[src/rtl/bcd_down_timer.sv]
// Two-digit loadable BCD down-counter (Q = ones, W = tens) with prescaler,
// terminal-count pulse, one-shot or auto-reload behaviour and load error flag.
module bcd_down_timer #(
    parameter int         TICK_DIV       = 1,
    parameter logic [7:0] RELOAD_DEFAULT = 8'h00
) (
    input  logic       ck,
    input  logic       rst,
    input  logic       en,
    input  logic       load,
    input  logic [7:0] load_val,
    input  logic       auto_reload,
    output logic [3:0] Q,
    output logic [3:0] W,
    output logic       zero,
    output logic       tc,
    output logic       busy,
    output logic       load_err
);

    localparam int             PW        = (TICK_DIV > 1) ? $clog2(TICK_DIV) : 1;
    localparam logic [PW-1:0]  PRESC_MAX = PW'(TICK_DIV - 1);

    typedef enum logic [1:0] {IDLE, RUN, DONE} state_t;

    state_t        state_q, state_d;
    logic [3:0]    ones_q, ones_d;
    logic [3:0]    tens_q, tens_d;
    logic [7:0]    reload_q, reload_d;
    logic [PW-1:0] presc_q, presc_d;
    logic          tc_q, tc_d;
    logic          err_q, err_d;
    logic          loadValid;
    logic          tick;

    assign loadValid = (load_val[7:4] <= 4'd9) && (load_val[3:0] <= 4'd9);
    assign tick      = (state_q == RUN) && en && (presc_q == PRESC_MAX);

    always_ff @(posedge ck or posedge rst) begin
        if (rst) begin
            state_q  <= IDLE;
            ones_q   <= 4'd0;
            tens_q   <= 4'd0;
            reload_q <= RELOAD_DEFAULT;
            presc_q  <= '0;
            tc_q     <= 1'b0;
            err_q    <= 1'b0;
        end else begin
            state_q  <= state_d;
            ones_q   <= ones_d;
            tens_q   <= tens_d;
            reload_q <= reload_d;
            presc_q  <= presc_d;
            tc_q     <= tc_d;
            err_q    <= err_d;
        end
    end

    // A load always wins over a coincident tick, even when the load is rejected.
    always_comb begin
        state_d  = state_q;
        ones_d   = ones_q;
        tens_d   = tens_q;
        reload_d = reload_q;
        presc_d  = presc_q;
        tc_d     = 1'b0;
        err_d    = err_q;

        if (load) begin
            if (loadValid) begin
                tens_d   = load_val[7:4];
                ones_d   = load_val[3:0];
                reload_d = load_val;
                presc_d  = '0;
                err_d    = 1'b0;
                state_d  = (load_val != 8'h00) ? RUN : IDLE;
            end else begin
                err_d = 1'b1;
            end
        end else if (state_q == RUN && en) begin
            if (tick) begin
                presc_d = '0;
                if (ones_q != 4'd0) begin
                    ones_d = ones_q - 4'd1;
                    if (ones_q == 4'd1 && tens_q == 4'd0) begin
                        tc_d = 1'b1;
                        if (!auto_reload) begin
                            state_d = DONE;
                        end
                    end
                end else if (tens_q != 4'd0) begin
                    ones_d = 4'd9;
                    tens_d = tens_q - 4'd1;
                end else if (auto_reload) begin
                    // 00 is held for one full tick before reloading
                    tens_d = reload_q[7:4];
                    ones_d = reload_q[3:0];
                end else begin
                    state_d = DONE;
                end
            end else begin
                presc_d = presc_q + PW'(1);
            end
        end
    end

    assign Q        = ones_q;
    assign W        = tens_q;
    assign zero     = (ones_q == 4'd0) && (tens_q == 4'd0);
    assign tc       = tc_q;
    assign busy     = (state_q == RUN);
    assign load_err = err_q;

endmodule

[config.mk]
export PLATFORM = sky130hd
export DESIGN_NAME = bcd_down_timer
export DESIGN_NICKNAME = d
export VERILOG_FILES = /design/src/rtl/bcd_down_timer.sv
export SDC_FILE = /design/constraint.sdc
export NUM_CORES = 1
export LEC_CHECK = 0
export CAP_MARGIN = 20
export CORE_MARGIN = 1.5
export CORE_UTILIZATION = 25
export CTS_BUF_LIST = sky130_fd_sc_hd__clkbuf_16
export DETAILED_ROUTE_END_ITERATION = 10
export HOLD_SLACK_MARGIN = 0.08
export REMOVE_ABC_BUFFERS = 1
export SLEW_MARGIN = 25
export SYNTH_ARGS = -nofsm -noshare
export SYNTH_HDL_FRONTEND = slang
export SYNTH_SLANG_ARGS = --single-unit
export TNS_END_PERCENT = 100
[constraint.sdc]
create_clock -name ck -period 3.1 [get_ports ck]
set_input_delay 0.775 -clock ck [delete_from_list [all_inputs] [get_ports ck]]
set_output_delay 0.775 -clock ck [all_outputs]
set_load 0.1 [all_outputs]
Word level (Yosys, flattened, before mapping)
Index checks and enable logic that the tools add are counted.

operators by class
  eq/ne operators = 6
  $lt $le $gt $ge = 2
  multiplexer cells = 33
  reductions and logical operators = 19
  bitwise logic cells = 1
  add/subtract/negate cells = 3

operators with widths
  kind                                                    count
  two-way mux 4 bit                                       14
  two-way mux 2 bit                                       8
  nonzero test 4 bit                                      3
  two-way mux 1 bit                                       11
  AND reduction 5 bit                                     2
  less-or-equal comparator 4 bit (second input constant)  2
  logical NOT 4 bit                                       2
  nonzero test 8 bit                                      1
  subtractor 4 x 1 -> 4 bit (second input constant)       2
  logical AND 1 bit                                       5
  == test 4 x 1 -> 1 bit (second input constant)          1
  AND reduction 2 bit                                     2
  AND reduction 4 bit                                     1
  nonzero test 2 bit                                      2
  != test 3 x 2 -> 1 bit (second input constant)          1
  != test 3 bit (second input constant)                   1
  nonzero test 3 bit                                      1
  == test 2 x 1 -> 1 bit (second input constant)          1
  != test 2 x 1 -> 1 bit (second input constant)          1
  != test 2 bit (second input constant)                   1
  adder 1 bit (second input constant)                     1
  inverter 1 bit                                          1

storage, ports and cells
  word-level logic and storage cells = 71
  flip-flop bits (word level) = 21

Depth between registers and ports, before layout
  word-level depth = 7
  mapped depth = 7
  gate-level depth less buffers = 6

Least setup slack after synthesis
Ideal clock, no wire load.

  path type = flip-flop to output port
  start = register tens_q[0] (netlist: W[0])
  end = output port zero
  data arrival time = 2.991 ns
  slack = -0.666 ns
  required time = 2.325 ns
  stages on the path, launching flop included = 6
  cells stage by stage = dfrtp_1 inv_1 ha_1 or3b_1 clkbuf_1 nor2_1

between the ends
  word-level cells in the longest chain between the ends = 2

RTL lines
  item                      RTL line  source
  start: declaration        28        logic [3:0] tens_q, tens_d;
  start signal: assignment  51        tens_q <= tens_d;
  logical NOT 4 bit         109       assign zero = (ones_q == 4'd0) && (tens_q == 4'd0);
  logical AND 1 bit         109
  end: declaration          15        output logic zero,

Every way passes these cells.

Worst setup path in the final report
Ends and elaborated chain as after synthesis.

==> results.py <==
metrics = {
    "sta": {
        "hold_viol_final": 0,
        "slew_violations": 0,
        "finalSetupViolCount": 0,
        "worst_pin_slew_ps": 853,
        "maxSlewHeadroom": 0.431,
        "clock_skew_ps": 2.55,
        "period_needed_ps": 2710,
        "fmax_mhz": 368,
        "rsz0062_at_grt": "false",
        "post-route-period-util": 0.876,
        "fin_ws_ps": 385,
    },
    "yosys": {
        "synthTopCellsByArea": "dfrtp_1 (43%), nand2_1 (10%), inv_1 (3.4%)",
        "synth_largest_area_cell": "dfrtp_1",
        "synth_most_common_cell": "nand2_1",
        "syn_area_mm2": 0.00121,
        "synth_top_family_by_area": "simple AND/OR/NAND/NOR gates",
        "ys_seq_area_frac": 0.435,
        "post-synth-top-area-fraction": 0.435,
        "avgSynthCellArea_um2": 8.63,
        "synth_compound_area_frac": 0.192,
        "ys_seq_elements": 21,
        "synthMuxAreaShare": 0.0207,
        "synth-xor-area-share": 0,
        "yosysUniqueCellTypes": 41,
        "yosys_warnings": 0,
        "async_reset_ff_frac": 1.00,
        "synth-edff-count": 0,
        "synth_cells": 140,
        "synth_simple_gate_area_share": 0.268,
        "synth_fa_ha_area_frac": 0.0311,
        "synthTopCellsByCount": "nand2_1 (33), dfrtp_1 (21), inv_1 (11)",
        "ys.flop_type": "dfrtp_1",
    },
    "route": {
        "wirelength_um": 3110,
        "wl_per_cell_um": 14.0,
        "via_per_inst": 5.07,
        "route.detailed.drc": 0,
        "first_pass_iters": 4,
        "drtIter0Drc": 43,
        "vias": 1131,
        "antenna_left": 0,
    },
    "placement": {
        "post-place-ws_ps": 305,
        "port_buffers": 24,
        "dp_hpwl_um": 2380,
        "gp_congestion": 0.809,
    },
    "worst_setup_path": {
        "ff2ff_path_depth": 6,
        "reg2reg_slack_ps": 810,
        "path_class": "reg -> out",
        "endpoint_kind": "output port",
        "timing.rr.end": "W[1]",
        "crit_arrival_ps": 1940,
        "cpMaxStageDelayCell": "dfrtp_1",
        "r2r_start": "Q[0]",
        "crit_chain": "inv_1 > ha_1 > or3b_1 > nor2_1 > buf_12",
        "cp-start-kind": "flip-flop",
        "path_delay_family": "simple AND/OR/NAND/NOR gates",
        "cp_num_buf_inv": 2,
        "worst-path-max-fanout": 5,
        "crit_path_max_incr_delay_ps": 420,
        "cp_data_required_time_ps": 2320,
    },
    "grt": {
        "grt_pass1_wl_um": 5400,
        "grt_max_degree": 22,
        "gr-total-overflow": 0,
        "grt_usage": 0.132,
        "grt_pass1_vias": 1149,
        "grt_antenna_before_repair": 0,
    },
    "die": {
        "core_area_mm2": 0.00469,
        "dieArea_mm2": 0.00526,
        "rows": 25,
        "die_x_um": 72.5,
        "io_pins": 25,
        "fp.dieH_um": 72.5,
        "start_util": 0.258,
    },
    "pwr": {
        "leakagePower_nw": 0.738,
        "irDropWorstVdd_uv": 302,
        "p_per_area_mw_per_mm2": 849,
    },
    "clocking": {
        "post-cts-setup-buffers": 0,
        "post_cts_resize_count": 0,
        "clk-insertion-delay-late_ps": 250,
        "h-tree-depth": 1,
        "clk_pin_slew_ps": 60,
        "cts_buffers": 3,
        "hold_buffers": 0,
        "cts.sinks": 21,
        "root_buffer": "clkbuf_16",
        "cts_tree": "yes",
        "clockBufferDepth": 2,
    },
    "layout": {
        "drive_gt1_frac": 0.166,
        "nets": 186,
        "fin_util": 0.342,
        "syn_to_final_growth_pct": 32.9,
        "n_fill_cell": 494,
        "multi_input_area_um2": 618,
        "area.sequential_um2": 526,
        "antenna_cells": 0,
    },
    "status": {
        "status": "completed",
    },
    "run": {
        "maxCapViolCount": 0,
    },
    "hold_path": {
        "min_to": "reload_q[0]",
        "min_path_cells": 2,
        "hold_class": "reg -> reg",
        "hp-start": "reload_q[0]",
    },
}
## worst max path at each step
stage,from,cells past startpoint,slack [ps],end
global route,Q[0],5,270,zero
detailed placement,en,5,300,W[1]
finish,W[0],5,390,zero
floorplan,W[0],4,-620,zero
CTS,W[0],5,370,zero
global placement,en,5,330,W[1]
## report_power, final
group / internal, mW / switching (mW)
Combinational: 0.199 / 0.487
Sequential: 0.332 / 0.0766
Clock: 0.172 / 0.0981
## placed cells by master, fill, tap and decap left out, types with 2 or more instances in the layout
| cell | instances |
|---|---|
| o21ai_0 | 7 |
| a211oi_1 | 2 |
| o31ai_1 | 2 |
| dfrtp_1 | 21 |
| a21oi_1 | 6 |
| nor4_1 | 3 |
| ha_1 | 3 |
| a31oi_1 | 2 |
| nor3_1 | 2 |
| nor3b_1 | 3 |
| o41ai_1 | 2 |
| a21o_1 | 2 |
| a2111oi_0 | 2 |
| inv_1 | 12 |
| clkdlybuf4s50_1 | 12 |
| nor4b_1 | 2 |
| clkbuf_16 | 3 |
| nand2_1 | 33 |
| buf_4 | 18 |
| nor2_1 | 9 |
| and3_1 | 2 |
## kinds of logic (layout without fill, tap and decap cells)
kind of cell / after synthesis / count (layout)
DFF: 21 / 21
muxes: 2 / 2
adders and majority gates: 3 / 3
buffers and inverters: 17 / 46
and+or+nand+nor: 64 / 64
AOI/OAI and AO/OA: 33 / 33
## per-stage QoR
| stage | setup TNS (ps) | hold slack, ps | area (um^2) | power [mW] | std cells |
|---|---|---|---|---|---|
| 2_1_floorplan | -915 | 439 | 1180 | 0.914 | 134 |
| 3_3_place_gp | 0 | 457 | 1530 | 1.10 | 219 |
| 3_5_place_dp | 0 | 458 | 1530 | 1.10 | 219 |
| 4_1_cts | 0 | 472 | 1610 | 1.37 | 223 |
| 5_1_grt | 0 | 511 | 1610 | 1.45 | 223 |
| 6_report | 0 | 471 | 1610 | 1.36 | 223 |
## layer usage
metal,wire [um],vias to the layer above,share of wire,GRT usage
met5,0,-,0,0
met4,46,0,0.015,0.0524
met3,202,4,0.065,0.0264
met2,1410,36,0.45,0.202
met1,1450,532,0.47,0.183
li1,-,559,-,-
## state kept, by name, summed over array words and instances, names as in the netlist
signal	count
state_q	2
presc_q	1
W	4
load_err	1
reload_q	8
tc	1
Q	4
## cell type report
cell class / count / share of cell area
clock buffer: 3 / 0.0467
clock inverter: 1 / 0.00234
timing repair buffer: 31 / 0.171
inverter: 11 / 0.0257
tap: 54 / 0.0421
sequential: 21 / 0.327
multi-input combinational: 102 / 0.385
## worst register-to-register path, stage by stage (launching register included)
cell     delay (ps)
dfrtp_1         450
inv_1            90
ha_1            240
or3b_4          430
or4_4           560
nand2_4         110
mux2_4          310
Note: power is estimated with default switching activity, not from simulation.
